## src/rtl/pattern_scan_pkg.sv

```systemverilog
// Shared types, default geometry and helpers for the program-3 pattern-count sequencer.
package pattern_scan_pkg;

  typedef enum logic [2:0] {
    IDLE,
    LDPAT,
    SCAN,
    WR_CTB,
    WR_CTO,
    WR_CTS,
    DONE
  } state_t;

  localparam int DEF_N_BYTES  = 32;
  localparam int DEF_PAT_ADDR = 32;
  localparam int DEF_RES_ADDR = 33;
  localparam int DEF_AW       = 8;
  localparam int DEF_CW       = 8;

  function automatic logic [2:0] popcount4(input logic [3:0] v);
    return 3'(v[0]) + 3'(v[1]) + 3'(v[2]) + 3'(v[3]);
  endfunction

endpackage

```

## src/rtl/pattern_window_cmp.sv

```systemverilog
// Compares the 5-bit pattern against the four within-byte windows of cur and the
// four windows that straddle the prev/cur byte boundary.
module pattern_window_cmp
  import pattern_scan_pkg::*;
(
  input  logic [4:0] pat,
  input  logic [7:0] prev,
  input  logic [7:0] cur,
  input  logic       first,
  output logic [2:0] in_cnt,
  output logic       any_in,
  output logic [2:0] x_cnt
);

  logic [15:0] w_pair;
  logic [3:0]  w_in_hit;
  logic [3:0]  w_x_hit;

  assign w_pair = {prev, cur};

  assign w_in_hit = {cur[7:3] == pat, cur[6:2] == pat,
                     cur[5:1] == pat, cur[4:0] == pat};

  // Each crossing window takes at least one bit from both bytes.
  assign w_x_hit = {w_pair[11:7] == pat, w_pair[10:6] == pat,
                    w_pair[9:5]  == pat, w_pair[8:4]  == pat};

  assign in_cnt = popcount4(w_in_hit);
  assign any_in = |w_in_hit;
  assign x_cnt  = first ? 3'd0 : popcount4(w_x_hit);

endmodule

```

## src/rtl/pattern_scan_ctrl.sv

```systemverilog
// Sequencer that owns the data-memory port: loads the pattern, scans N_BYTES bytes,
// writes the three match counts back and then signals done.
module pattern_scan_ctrl
  import pattern_scan_pkg::*;
#(
  parameter int N_BYTES  = DEF_N_BYTES,
  parameter int PAT_ADDR = DEF_PAT_ADDR,
  parameter int RES_ADDR = DEF_RES_ADDR,
  parameter int AW       = DEF_AW,
  parameter int CW       = DEF_CW
) (
  input  logic          clk,
  input  logic          reset,
  input  logic          start,
  output logic [AW-1:0] mem_addr,
  input  logic [7:0]    mem_rd_data,
  output logic          mem_wr_en,
  output logic [7:0]    mem_wr_data,
  output logic          busy,
  output logic          done
);

  localparam int IW = (N_BYTES > 1) ? $clog2(N_BYTES) : 1;
  localparam logic [IW-1:0] LAST_IDX = IW'(N_BYTES - 1);

  if (((8 * N_BYTES - 4) >> CW) != 0) begin : g_cw_too_small
    $error("pattern_scan_ctrl: CW cannot hold 8*N_BYTES-4");
  end

  state_t          r_state;
  state_t          w_next;
  logic [IW-1:0]   r_idx;
  logic [4:0]      r_pat;
  logic [7:0]      r_prev;
  logic [CW-1:0]   r_ctb;
  logic [CW-1:0]   r_cto;
  logic [CW-1:0]   r_cts;
  logic [2:0]      w_in_cnt;
  logic            w_any_in;
  logic [2:0]      w_x_cnt;
  logic            w_last;

  assign w_last = (r_idx == LAST_IDX);

  pattern_window_cmp u_cmp (
    .pat    (r_pat),
    .prev   (r_prev),
    .cur    (mem_rd_data),
    .first  (r_idx == '0),
    .in_cnt (w_in_cnt),
    .any_in (w_any_in),
    .x_cnt  (w_x_cnt)
  );

  // NOTE: reset is sampled on the clock edge only; a reset pulse shorter than a
  // cycle that misses a posedge has no effect.
  always_ff @(posedge clk) begin
    if (!reset) r_state <= IDLE;
    else        r_state <= w_next;
  end

  // NOTE: every output and w_next gets a default before the case so no path
  // leaves a variable unassigned and no latch is inferred.
  always_comb begin
    w_next      = r_state;
    mem_addr    = '0;
    mem_wr_en   = 1'b0;
    mem_wr_data = '0;
    busy        = 1'b0;
    done        = 1'b0;
    case (r_state)
      IDLE: if (start) w_next = LDPAT;
      LDPAT: begin
        busy     = 1'b1;
        mem_addr = AW'(PAT_ADDR);
        w_next   = SCAN;
      end
      SCAN: begin
        busy     = 1'b1;
        mem_addr = AW'(r_idx);
        if (w_last) w_next = WR_CTB;
      end
      WR_CTB: begin
        busy        = 1'b1;
        mem_wr_en   = 1'b1;
        mem_addr    = AW'(RES_ADDR);
        mem_wr_data = 8'(r_ctb);
        w_next      = WR_CTO;
      end
      WR_CTO: begin
        busy        = 1'b1;
        mem_wr_en   = 1'b1;
        mem_addr    = AW'(RES_ADDR + 1);
        mem_wr_data = 8'(r_cto);
        w_next      = WR_CTS;
      end
      WR_CTS: begin
        busy        = 1'b1;
        mem_wr_en   = 1'b1;
        mem_addr    = AW'(RES_ADDR + 2);
        mem_wr_data = 8'(r_cts);
        w_next      = DONE;
      end
      DONE: begin
        done = 1'b1;
        if (start) w_next = LDPAT;
      end
      default: w_next = IDLE;
    endcase
  end

  // NOTE: state registers use non-blocking assignments so every register samples
  // the pre-edge values of the others.
  always_ff @(posedge clk) begin
    if (!reset) begin
      r_idx  <= '0;
      r_pat  <= '0;
      r_prev <= '0;
      r_ctb  <= '0;
      r_cto  <= '0;
      r_cts  <= '0;
    end else begin
      case (r_state)
        LDPAT: begin
          r_pat  <= mem_rd_data[7:3];
          r_idx  <= '0;
          r_prev <= '0;
          r_ctb  <= '0;
          r_cto  <= '0;
          r_cts  <= '0;
        end
        SCAN: begin
          r_ctb  <= r_ctb + CW'(w_in_cnt);
          r_cto  <= r_cto + CW'(w_any_in);
          r_cts  <= r_cts + CW'(w_in_cnt) + CW'(w_x_cnt);
          r_prev <= mem_rd_data;
          if (!w_last) r_idx <= r_idx + 1'b1;
        end
        default: ;
      endcase
    end
  end

endmodule

```

## config.mk

```make
export PLATFORM = sky130hd
export DESIGN_NAME = pattern_scan_ctrl
export DESIGN_NICKNAME = d
export VERILOG_FILES = /design/src/rtl/pattern_scan_pkg.sv /design/src/rtl/pattern_window_cmp.sv /design/src/rtl/pattern_scan_ctrl.sv
export SDC_FILE = /design/constraint.sdc
export NUM_CORES = 1
export LEC_CHECK = 0
export CAP_MARGIN = 20
export CORE_MARGIN = 5
export CORE_UTILIZATION = 40
export DETAILED_ROUTE_END_ITERATION = 6
export GPL_TIMING_DRIVEN = 0
export PLACE_DENSITY_LB_ADDON = 0.08
export SLEW_MARGIN = 20
export SYNTH_ARGS = -nofsm -noshare
export SYNTH_HDL_FRONTEND = slang
export SYNTH_SLANG_ARGS = --single-unit
```

## constraint.sdc

```tcl
create_clock -name clk -period 11.1 [get_ports clk]
set_clock_uncertainty 0.05 [all_clocks]
set_input_delay 1.11 -clock clk [delete_from_list [all_inputs] [get_ports clk]]
set_output_delay 1.11 -clock clk [all_outputs]
set_load 0.005 [all_outputs]
```

# Word-level counts from Yosys, hierarchy flattened

Cells that the tools add are included.

Eq/ne operators: 18
Multiplexer cells: 15
Add/subtract/negate cells: 11
Reductions and logical operators: 9

Operator list:

| kind                                                             | count |
|---|---|
| 8-bit case mux with 2 select lines                               | 3 |
| 5-bit == test                                                    | 8 |
| 6-bit case mux with 5 select lines                               | 1 |
| 8-bit by 3-bit adder with 8-bit output                           | 3 |
| 8-bit case mux with 3 select lines                               | 1 |
| 3-bit case mux with 6 select lines                               | 1 |
| 3-bit by 1-bit adder with 3-bit output                           | 4 |
| 5-bit case mux with 2 select lines                               | 1 |
| 3-bit == test (second input constant)                            | 3 |
| 3-bit 2-to-1 mux                                                 | 3 |
| 8-bit by 1-bit adder with 8-bit output                           | 1 |
| 4-bit case mux with 2 select lines                               | 1 |
| 3-bit by 2-bit == test with 1-bit output (second input constant) | 2 |
| 5-bit by 1-bit adder with 5-bit output (second input constant)   | 1 |
| 5-bit == test (second input constant)                            | 1 |
| 5-bit zero test                                                  | 1 |
| 5-bit 2-to-1 mux                                                 | 1 |
| 5-bit OR reduction                                               | 1 |
| 1-bit by 1-bit adder with 2-bit output                           | 2 |
| 2-bit inequality test (second input constant)                    | 2 |
| 2-bit AND reduction                                              | 2 |
| 4-bit OR reduction                                               | 1 |
| 3-bit by 1-bit == test with 1-bit output (second input constant) | 1 |
| 3-bit zero test                                                  | 1 |
| 5 further kinds                                                  | 7 |

Input bits: 11
Flip-flop bits (word level): 41
Output and inout port bits: 19

# Longest topological paths before layout

Gate-level depths: netlist (run 1).

Depth after elaboration: 7
Mapped depth: 14

# Cells and area by module

Synthesis (run 1) repeated with hierarchy kept, for this count alone.

Cell total of the unflattened synthesis: 375
Area, all modules: 3123.0 µm²

Modules (own cells, without submodules):

| module             | cells an instance | seq. area each (µm²) | area an instance (µm²) | times used |
|---|---|---|---|---|
| pattern_scan_ctrl  | 295               | 900.9                | 2469.9                 | 1 |
| pattern_window_cmp | 80                | 0.0                  | 653.1                  | 1 |

# Worst setup path after synthesis (run 1)

OpenSTA, ideal clock, no wires.

Kind: input-to-reg
Start point: input mem_rd_data[6]
End point: register r_cts[5]
Data required time: 10.983 ns
Stages: 14
Library setup time: 0.067 ns
Arrival: 4.417 ns
Setup slack: 6.566 ns
Path buffers: 1
Cells stage by stage: clkbuf_1 -> xnor2_1 -> nand3_1 -> nor3_1 -> ha_1 -> fa_1 -> ha_1 -> nor2b_1 -> fa_1 -> ha_1 -> fa_1 -> a21oi_1 -> o311ai_0 -> a21oi_2

Longest elaborated chain between the ends: 7
Elaborated cells between the ends (all ways): 14
Classes of those cells: add/sub: 7; eq/ne: 5; mux: 2

Ends and longest elaborated chain:

| item                                                                                           | RTL line                 | source |
|---|---|---|
| start, declared                                                                                | pattern_scan_ctrl.sv:16  | `input logic [7:0] mem_rd_data,` |
| parallel branches: the longest is 5 deep, another holds 8-bit by 3-bit adder with 8-bit output | n/a                      |  |
| 8-bit by 3-bit adder with 8-bit output (*)                                                     | pattern_scan_ctrl.sv:135 | `r_cts <= r_cts + CW'(w_in_cnt) + CW'(w_x_cnt);` |
| 8-bit case mux with 2 select lines (*)                                                         | pattern_scan_ctrl.sv:123 | `case (r_state)` |
| end signal, assigned                                                                           | pattern_scan_ctrl.sv:135 |  |
| end, declared                                                                                  | pattern_scan_ctrl.sv:37  | `logic [CW-1:0] r_cts;` |

Mark *: on every way between the ends.
A chain may end at the register's enable or synchronous reset.

# Worst setup path in the final report (run 1)

Start point: input mem_rd_data[2]
End point: register r_cts[5]

Longest elaborated chain between the ends: 7
Elaborated cells between the ends (all ways): 9
Classes of those cells: add/sub: 5; eq/ne: 3; mux: 1

Ends and longest elaborated chain:

| item                                                     | RTL line                 | source |
|---|---|---|
| 5-bit == test                                            | pattern_window_cmp.sv:22 | `cur[5:1] == pat, cur[4:0] == pat};` |
| 1-bit by 1-bit adder with 2-bit output                   | pattern_scan_pkg.sv:21   | `return 3'(v[0]) + 3'(v[1]) + 3'(v[2]) + 3'(v[3]);` |
| 3-bit by 1-bit adder with 3-bit output (*) (2 in series) | pattern_scan_pkg.sv:21   |  |
| 8-bit by 3-bit adder with 8-bit output (*) (2 in series) | pattern_scan_ctrl.sv:135 |  |
| 8-bit case mux with 2 select lines (*)                   | pattern_scan_ctrl.sv:123 |  |

Every way passes the cells marked *; elsewhere a longest branch is shown, timed or not.

==> results of run 1 <==
registers in the layout, summed over array words and instances (netlist names):
name,cells
r_ctb,8
r_cto,8
r_cts,8
r_idx,5
r_pat,5
r_prev,4
r_state,3
worst min path at each step:
stage / startpoint / slack (ns) / endpoint / depth (start not counted)
CTS: r_ctb[7]$_SDFFE_PN0P_ / 0.43 / r_ctb[7]$_SDFFE_PN0P_ / 1
global route: r_ctb[7]$_SDFFE_PN0P_ / 0.46 / r_ctb[7]$_SDFFE_PN0P_ / 1
finish: r_ctb[7]$_SDFFE_PN0P_ / 0.43 / r_ctb[7]$_SDFFE_PN0P_ / 1
detailed placement: r_ctb[7]$_SDFFE_PN0P_ / 0.42 / r_ctb[7]$_SDFFE_PN0P_ / 1
floorplan: r_ctb[7]$_SDFFE_PN0P_ / 0.39 / r_ctb[7]$_SDFFE_PN0P_ / 1
global placement: r_ctb[7]$_SDFFE_PN0P_ / 0.41 / r_ctb[7]$_SDFFE_PN0P_ / 1
power by group through the flow:
stage | clock network (mW) | logic (mW) | registers [mW]
after floorplan | 0 | 0.0485 | 0.155
after global placement | 0 | 0.0667 | 0.155
after detailed placement | 0 | 0.0668 | 0.155
after CTS | 0.150 | 0.0671 | 0.152
after global routing | 0.157 | 0.0745 | 0.152
final | 0.146 | 0.0662 | 0.152
layer usage:
metal  track usage (%)  vias to the layer above
li1                  -                     1264
met1              24.1                     1184
met2              27.7                       35
met3              2.84                        6
met4              3.91                        0
met5                 0                        -
critical path, cell delays in order:
cell and delay (ns):
clkdlybuf4s50_1 0.52, xor2_1 0.19, nor2_1 0.11, nand4_1 0.16, inv_1 0.10, ha_1 0.24, fa_1 0.39, ha_1 0.34
fa_1 0.44, ha_1 0.24, fa_1 0.41, a21oi_1 0.36, o311ai_0 0.19, a21oi_2 0.15
cell type report:
cell class,instances,area (µm²)
clock buffers,5,68.8
repair buffers,22,220
inverters,11,41.3
fillers,734,3800
flip-flops and latches,41,821
multi-input cells,266,1930
plain buffers,29,149
clock inverters,3,65.1
well taps,99,124
cell usage after synthesis (all sizes together) (11+ instances only):
library cell / number
inv: 11
ha: 18
dfxtp: 41
o21ai: 12
a21oi: 24
nor2: 30
nand2: 29
buf: 16
clkbuf: 13
xor2: 19
nand3: 14
a22oi: 12
xnor2: 25
per-stage QoR:
stage               setup slack (ns)  cell area, µm²  instances
floorplan                       6.57            2940        347
global placement                6.04            3280        468
detailed placement              5.99            3280        468
CTS                             6.30            3420        476
global route                    6.14            3420        476
finish                          6.32            3420        476
cells by family after synthesis:
logic type      after synthesis
simple gates                111
compound gates               72
xor+xnor                     44
flops                        41
buf+inv                      40
fa+ha+maj                    25
mux                          12
other cells                   1
==> summary.md, run 1 <==
| Metric | Value |
|---|---|
| WL met3 | 202 µm |
| Crit Reg-Reg Endpoint | r_cts[5]$_SDFFE_PN0P_ |
| Commonest non-fill, non-tap cell in the layout | dfxtp_1 |
| Setup TNS | 0 ns |
| CTS Root Buffer Type | clkbuf_8 |
| Post-DR wirelength/cell | 15.4 µm |
| Area Overhead vs Synth | 16.4% |
| Complex-gate fraction of the synthesized area | 15.9% |
| Reg2reg start | r_prev[0]$_SDFFE_PN0P_ |
| Largest net degree at the start of global routing | 14 |
| Nets | 412 |
| Startpoint Class | input port |
| DIE WIDTH | 95.6 µm |
| Crit Path Max Fanout | 4 |
| # IOs | 30 |
| Drt first pass iters | 4 |
| Input/output buffers | 22 |
| Clock sink count | around 40 |
| Clk slew on worst S/H paths | 0.08 ns |
| Worst setup EP type | flop |
| Critical path type | in -> reg |
| Min-Delay Path Class | reg -> reg |
| Seq/Total Area, Yosys | 28.0% |
| Pwr Total | 0.364 mW |
| Post-synth EDFFs | 0 |
| Residual DRC | 0 |
| Worst-Margin Slew | approximately 0.84 ns |
| CTS resizes | 0 |
| Fmax achieved | 209 MHz |
| First-pass GRT wire length | 12200 µm |
| Post-Synth XOR/XNOR Area | 13.1% |
| # setup viols final | 0 |
| Adder-cell share of the synthesized area | 12.5% |
| P_int | 0.267 mW |
| Worst hold slack | 0.433 ns |
| Clock share of power | 40.2% |
| Final hold vios | 0 |
| Core ar. | 0.00721 mm² |
| Core Util, Final | around 47% |
| Synth warn | 0 |
| N_diodes | 0 |
| CTS H-tree depth | 2 |
| CP Data Required Time | 11.28 ns |
| Switching Share | 26.7% |
| Worst Setup SP | mem_rd_data[2] |
| Synth Area per Inst | ~8.5 µm² |
| Total track usage | between 10% and 20% |
| Fin crit period | 4.78 ns |
| DRT iter0 DRCs | 168 |
| Syn Std Cell Area | about 0.0029 mm² |
| Wl on met1 | 3730 µm |
| Largest family of logic cells by synthesized area | simple AND/OR/NAND/NOR gates |
| Mux cell area share after synthesis | roughly 4.3% |
| Net load switching power | between 0.09 and 0.1 mW |
| WP data arrival | 4.96 ns |
| Ranking of synthesized cells by area | dfxtp_1 (28%), ha_1 (7.7%), xnor2_1 (7.5%) |
| Buffers inserted by post-CTS timing repair | 0 |
| Sequential Power Share | 41.7% |
| Comb pwr share | 18.2% |
| Height of the die | 95.6 µm |
| Std cell rows | 31 |
| DPL Wire Length | 5510 µm |
| Drt total wl | 7340 µm |
| Max clock buf depth | 2 |
| Final ANT Viol Nets | 0 |
| Initial antenna violation count | 0 |
| Top-area cell type share of the netlist area | between 20% and 30% |
| Seq cells post-synth | 41 |
| Reg2reg path depth | 14 |
| Post-synth ARST share | 0% |
| Met2 WL post-DR | 3340 µm |
| Worst Setup EP | r_cts[5]$_SDFFE_PN0P_ |
| PD cells | 107 mW/mm² |
| Rel. slew slack | 43.2% |
| Share of synthesized cell area in and, or, nand and nor gates | 19.6% |
| CTS Buf Count | 5 |
| Hold Buf Count CTS | 0 |
| Worst-skew pair later-pin latency | 0.30 ns |
| Via Count | between 2000 and 2500 |
| Die area | 0.00915 mm² |
| Slew Limit Fails | 0 |
| Vias per inst | 5.23 |
| Status | complete, no violations |
| MaxCap Viol Count | 0 |
| Leak pwr | 1.31 nW |
| TritonCTS clock tree | built |
| RePlAce Congestion | slightly above 0.8 |
| Yosys top cell by area | dfxtp_1 |
| Max VDD drop | approximately 0.00006 V |
| Synth Flop Type | dfxtp_1 |
| Congestion Overflow GR | 0 |
| Ratio of cells with drive above 1 in the final layout | 9.55% |
| Initial Util | between 40% and 50% |
| Synth Instances | ~350 |
| R2R Setup Slk | 6.92 ns |
| Top sig layer | met4 |
| Final worst-path cycle share | between 40% and 50% |
| Synth unique cells | 46 |
| Unrepaired setup endpoints after global routing | false |
| Most frequent cells in the layout | dfxtp_1 (41), nor2_1 (30), nand2_1 (29), xnor2_1 (25), a21oi_1 (23) |
| Number of global-route vias before repair | between 2000 and 2500 |
(Power assumes the default switching activity.)
==> run 2: changes to the inputs <==
==> constraint.sdc (replaced) <==
create_clock -name clk -period 4 [get_ports clk]
set_clock_uncertainty 0.05 [all_clocks]
set_input_delay 0.4 -clock clk [delete_from_list [all_inputs] [get_ports clk]]
set_output_delay 0.4 -clock clk [all_outputs]
set_load 0.005 [all_outputs]
==> summary.md, run 2 (synthesis gave the netlist of run 1 again) <==
| Metric | Value |
|---|---|
| Status | complete, no violations |
| TritonCTS clock tree | built |
| Hold_sp | r_ctb[7]$_SDFFE_PN0P_ |
| Die area | 0.00915 mm² (unchanged) |
| Fin crit period | between 3 and 4 ns |
| Total track usage | 17.2% (about the same) |
| RePlAce Congestion | 0.828 (unchanged) |
| MaxCap Viol Count | 0 (unchanged) |
| Post-DR wirelength/cell | 15.5 µm (+0.62%) |
| Worst Setup SP | r_pat[2]$_SDFFE_PN0P_ |
| Vias per inst | 5.22 (-0.15%) |
| First-pass GRT wire length | 12200 µm (about the same) |
| Number of global-route vias before repair | 2433 (-0.29%) |
| Initial Util | 40.7% (unchanged) |
| # IOs | 30 (unchanged) |
| CTS Root Buffer Type | clkbuf_8 |
| Commonest non-fill, non-tap cell in the layout | dfxtp_1 |
| Input/output buffers | 22 (unchanged) |
| Worst-Margin Slew | 0.842 ns (+0.00248 ns) |
| PD cells | 294 mW/mm² (+180%) |
| Final Cell Area | 0.00346 mm² (+1.2%) |
| Max VDD drop | 0.000170 V (+180%) |
| Core ar. | 0.00721 mm² (unchanged) |
| Congestion Overflow GR | 0 (unchanged) |
| Max clock buf depth | 2 (unchanged) |
| Reg2reg path depth | 14 (unchanged) |
| CTS Buf Count | 5 (unchanged) |
| Critical path type | reg -> reg |
| Drt total wl | 7370 µm (+0.41%) |
| Area Overhead vs Synth | 17.8% |
| WP data arrival | 4.00 ns (-0.96 ns) |
| Min-Delay Path Class | reg -> reg |
| N_diodes | 0 (unchanged) |
| Setup TNS | 0 ns (unchanged) |
| Hold Buf Count CTS | 0 (unchanged) |
| Filler cells | 724 (-1.4%) |
| Reg2reg start | r_pat[2]$_SDFFE_PN0P_ |
| Sequential Area | 821 µm² (unchanged) |
| Hold Path Stages | 1 (unchanged) |
| CP Data Required Time | 4.18 ns (-7.10 ns) |
| Most frequent cells in the layout | dfxtp_1 (41), nor2_1 (30), nand2_1 (29), xnor2_1 (25), a21oi_1 (22) |
| Height of the die | 95.6 µm (unchanged) |
| Grt peak-use layer | met2 |
| Pwr Total | 1.02 mW (+180%) |
| Slew Limit Fails | 0 (unchanged) |
| Met1 usage | 24.2% (+0.14 points) |
| Via Count | 2480 (-0.36%) |
| Final hold vios | 0 (unchanged) |
| Largest net degree at the start of global routing | 14 (unchanged) |
| Worst-skew pair later-pin latency | 0.30 ns (about the same) |
| Fmax achieved | 262 MHz |
| Met3 Track Usage GR | 2.84% (unchanged) |
| Rel. slew slack | 43.1% (-0.17 points) |
| Multi-input logic area | 0.00196 mm² (+1.5%) |
| Placed cells | 468 (unchanged) |
| Std cell rows | 31 (unchanged) |
| Sink of the worst hold path | r_ctb[7]$_SDFFE_PN0P_ |
| Worst setup EP type | flop |
| Ratio of cells with drive above 1 in the final layout | 11.2% (+1.6 points) |
| Worst hold slack | 0.427 ns (-0.00560 ns) |
| CTS H-tree depth | 2 (unchanged) |
| DIE WIDTH | 95.6 µm (unchanged) |
| Crit Reg-Reg Endpoint | r_cts[5]$_SDFFE_PN0P_ |
| Final worst-path cycle share | a little over nine tenths |
| Unrepaired setup endpoints after global routing | false |
| Drt first pass iters | 4 (unchanged) |
| Crit Path Max Fanout | 9 (+5) |
| DPL Wire Length | 5510 µm (unchanged) |
| Clk slew on worst S/H paths | 0.09 ns (about the same) |
| Initial antenna violation count | 0 (unchanged) |
| DRT iter0 DRCs | 150 (-11%) |
| Top flop regs | r_ctb (8), r_cto (8), r_cts (8) |
| Placed Area | 0.00328 mm² (unchanged) |
| Clock sink count | 41 (unchanged) |
| Startpoint Class | flop |
| R2R Setup Slk | 0.18 ns (-6.74 ns) |
| Residual DRC | 0 (unchanged) |
| Final ANT Viol Nets | 0 (unchanged) |
| # setup viols final | 0 (unchanged) |
| Non-filler cells, final | 475 (-0.21%) |
| Nets | 411 (-0.24%) |
| Leak pwr | 1.32 nW (+0.55%) |
| Met2 Resource Use GR | 27.6% (-0.12 points) |
==> run 2: cell count changes in the layout (fill, tap and decap cells not counted), moves of 2 or more <==
cell,delta
nor3_2,+2
buf_4,+5
buf_2,-5
nor3_1,-2
==> run 2: cell type report <==
class | instances | share of cell area [%]
plain buffers | 28 | 4.56
well taps | 99 | 3.58
clock inverters | 3 | 1.88
inverters | 11 | 1.19
flip-flops and latches | 41 | 23.8
clock buffers | 5 | 1.99
multi-input cells | 266 | 56.6
repair buffers | 22 | 6.44
==> run 2: per-layer routing <==
layer  vias to the layer above  wire, µm
li1                       1262         -
met1                      1175      3680
met2                        37      3380
met4                         0        66
met5                         -         0
met3                         6       238
==> run 2: worst max-delay path by stage <==
| stage | end | slack (ns) | cells past startpoint |
|---|---|---|---|
| after floorplan | r_cts[5]$_SDFFE_PN0P_ | 0.18 | 14 |
| after global placement | r_cts[5]$_SDFFE_PN0P_ | -0.35 | 14 |
| after detailed placement | r_cts[5]$_SDFFE_PN0P_ | -0.40 | 13 |
| after CTS | r_cts[5]$_SDFFE_PN0P_ | 0.006 | 14 |
| after global routing | r_cts[7]$_SDFFE_PN0P_ | 0.006 | 14 |
| final | r_cts[5]$_SDFFE_PN0P_ | 0.18 | 14 |
==> run 2: critical path: stages, from the launching register on <==
cell and delay (ns):
dfxtp_1 0.31, buf_4 0.17, xnor2_1 0.18, nand3_1 0.11
nor3_2 0.22, ha_1 0.27, fa_1 0.40, ha_1 0.27
nor2b_2 0.16, fa_1 0.54, ha_2 0.20, fa_2 0.25
a21oi_4 0.08, or4_4 0.42, a21oi_2 0.14
==> run 2: through the flow <==
stage / worst slack [ns] / util, %
CTS: 0.00608 / 47.6
finish: 0.184 / 47.9
global route: 0.00603 / 47.9
floorplan: 0.176 / -
global placement: -0.350 / 45.5
detailed placement: -0.403 / 45.5
==> run 2: report_power, final <==
| group | total, mW | leakage, nW | internal [mW] | switching [mW] |
|---|---|---|---|---|
| Combinational | 0.186 | 0.921 | 0.0789 | 0.107 |
| Sequential | 0.423 | 0.331 | 0.416 | 0.00692 |
| Clock | 0.407 | 0.0681 | 0.248 | 0.159 |
==> run 2: repair_timing <==
item / in CTS / in global routing
setup endpoints to repair: 2 / 5
setup buffers: 0 / 0
gates resized for setup: 6 / 8
pin swaps: 1 / 2
==> run 3: changes to the inputs <==
==> constraint.sdc (replaced) <==
create_clock -name clk -period 4 [get_ports clk]
set_clock_uncertainty 0.05 [all_clocks]
set_input_delay 0.8 -clock clk [delete_from_list [all_inputs] [get_ports clk]]
set_output_delay 0.8 -clock clk [all_outputs]
set_load 0.005 [all_outputs]
==> summary.md, run 3 (synthesis gave the netlist of run 1 again) <==
| Metric | Value |
|---|---|
| Status | complete, no violations |
| First-pass GRT wire length | 12400 µm (+1.8%) |
| Worst-path cell chain | clkdlybuf4s50_1 -> xnor2_1 -> and4_1 -> ha_1 -> fa_2 -> ha_4 -> fa_1 -> ha_2 -> fa_2 -> buf_4 -> xor2_1 -> a22oi_1 -> nor2_1 |
| Via Count | 2469 (-0.44%) |
| Clock sink count | 41 (unchanged) |
| Final worst-path cycle share | 97.2% (+1.8 points) |
| DRT iter0 DRCs | 102 (-32%) |
| Min-Delay Path Class | reg -> reg |
| Congestion Overflow GR | 0 (unchanged) |
| Input/output buffers | 22 (unchanged) |
| Residual DRC | 0 (unchanged) |
| Most frequent cells in the layout | dfxtp_1 (41), nor2_1 (30), nand2_1 (29), xnor2_1 (23), a21oi_1 (21) |
| Ratio of cells with drive above 1 in the final layout | 14.0% (+2.9 points) |
| Fin crit period | 3.89 ns (+0.0716 ns) |
| Pwr Total | 0.974 mW (-4.1%) |
| TritonCTS clock tree | built |
| Final Cell Area | 0.00349 mm² (+0.91%) |
| Final hold vios | 0 (unchanged) |
| Startpoint Class | input port |
| CTS H-tree depth | 2 (unchanged) |
| Largest net degree at the start of global routing | 14 (unchanged) |
| Hold Buf Count CTS | 0 (unchanged) |
| Slew Limit Fails | 0 (unchanged) |
| CP Data Required Time | 4.12 ns (-0.06 ns) |
| RePlAce Congestion | 0.778 (-6.0%) |
| Fmax achieved | 257 MHz (-1.8%) |
| PD cells | 279 mW/mm² (-5.0%) |
| MaxCap Viol Count | 0 (unchanged) |
| Height of the die | 95.6 µm (unchanged) |
| Leak pwr | 1.33 nW (+0.55%) |
| Worst-Margin Slew | 0.785 ns (-0.0575 ns) |
| Std cell rows | 31 (unchanged) |
| Nets | 413 (+0.49%) |
| CTS Root Buffer Type | clkbuf_8 |
| Worst-skew pair later-pin latency | 0.30 ns (about the same) |
| Post-DR wirelength/cell | 15.9 µm (+2.4%) |
| CP top delay family | adder cells |
| # setup viols final | 0 (unchanged) |
| Top flop regs | r_ctb (8), r_cto (8), r_cts (8) |
| Commonest non-fill, non-tap cell in the layout | dfxtp_1 |
| Unrepaired setup endpoints after global routing | false |
| Crit Path Max Fanout | 3 (-6) |
| Placed Area | 0.00331 mm² (+0.72%) |
| Worst setup EP type | flop |
| DPL Wire Length | 5570 µm (+1.0%) |
| R2R Setup Slk | 0.21 ns (+0.03 ns) |
| Clk slew on worst S/H paths | 0.09 ns (about the same) |
| Max VDD drop | 0.000139 V (-18%) |
| Drt first pass iters | 4 (unchanged) |
| # IOs | 30 (unchanged) |
| N_diodes | 0 (unchanged) |
| Total track usage | 17.7% (+0.47 points) |
| Largest stage delay, worst path | 0.50 ns (-0.04 ns) |
| Worst hold slack | 0.430 ns (+0.00266 ns) |
| Buffers and inverters on the worst path | 2 (+1) |
| Rel. slew slack | 46.9% (+3.9 points) |
| Filler cells | 726 (+0.28%) |
| Critical path type | in -> reg |
| Vias per inst | 5.18 (-0.86%) |
| Core ar. | 0.00721 mm² (unchanged) |
| Max clock buf depth | 2 (unchanged) |
| Initial Util | 40.7% (unchanged) |
| CP dominant cell by count | fa_2 |
| Initial antenna violation count | 0 (unchanged) |
| WP data arrival | 4.01 ns (about the same) |
| Setup TNS | 0 ns (unchanged) |
| Drt total wl | 7580 µm (+2.9%) |
| Final ANT Viol Nets | 0 (unchanged) |
| CTS Buf Count | 5 (unchanged) |
| Number of global-route vias before repair | 2448 (+0.62%) |
| CP max-delay cell | clkdlybuf4s50_1 |
| Die area | 0.00915 mm² (unchanged) |
| DIE WIDTH | 95.6 µm (unchanged) |
| Area Overhead vs Synth | 18.8% |
## run 3: through the flow
step,utilization [%],cells,worst slack [ns]
final,48.3,477,0.112
after CTS,47.8,476,0.0000999
after global routing,48.3,477,0.00137
after global placement,45.8,468,-0.551
after detailed placement,45.8,468,-0.629
after floorplan,-,347,0.00212
## run 3: final timing paths
path                                             start                    end  depth (start not counted)
worst max-delay path                    mem_rd_data[0]  r_cts[3]$_SDFFE_PN0P_                         13
worst min-delay path             r_ctb[7]$_SDFFE_PN0P_  r_ctb[7]$_SDFFE_PN0P_                          1
worst max register to register  r_prev[0]$_SDFFE_PN0P_  r_cts[5]$_SDFFE_PN0P_                         14
worst min register to register   r_ctb[7]$_SDFFE_PN0P_  r_ctb[7]$_SDFFE_PN0P_                          1
## run 3: repair_timing
| item | 4_1_cts | 5_1_grt |
|---|---|---|
| gates resized for setup | 5 | 11 |
| pin swaps | 1 | 9 |
| setup buffers | 0 | 1 |
| setup endpoints to repair | 6 | 4 |
## run 3: final cells by class
cell class / instances / area [µm²] / area share (%)
clock buffer: 6 / 82.6 / 2.37
sequential: 41 / 821 / 23.5
clock inverter: 2 / 37.5 / 1.08
buffer: 29 / 164 / 4.70
tap: 99 / 124 / 3.55
multi-input combinational: 266 / 1990 / 57.1
timing repair buffer: 23 / 225 / 6.46
inverter: 11 / 41.3 / 1.18
## run 3: power breakdown
group / internal [mW] / switching (mW) / total [mW] / leakage [nW]
logic: 0.0813 / 0.111 / 0.193 / 0.939
clock network: 0.203 / 0.156 / 0.360 / 0.0574
registers: 0.416 / 0.00580 / 0.422 / 0.331
total: 0.700 / 0.273 / 0.974 / 1.33
## run 3: routing by layer
layer	up-vias	wire, µm	share of wire, %	GRT usage (%)
met4	0	48	0.63	4.03
li1	1263	-	-	-
met1	1165	3680	49	23.6
met5	-	0	0	0
met3	4	247	3.3	3.24
met2	37	3600	47	29.6
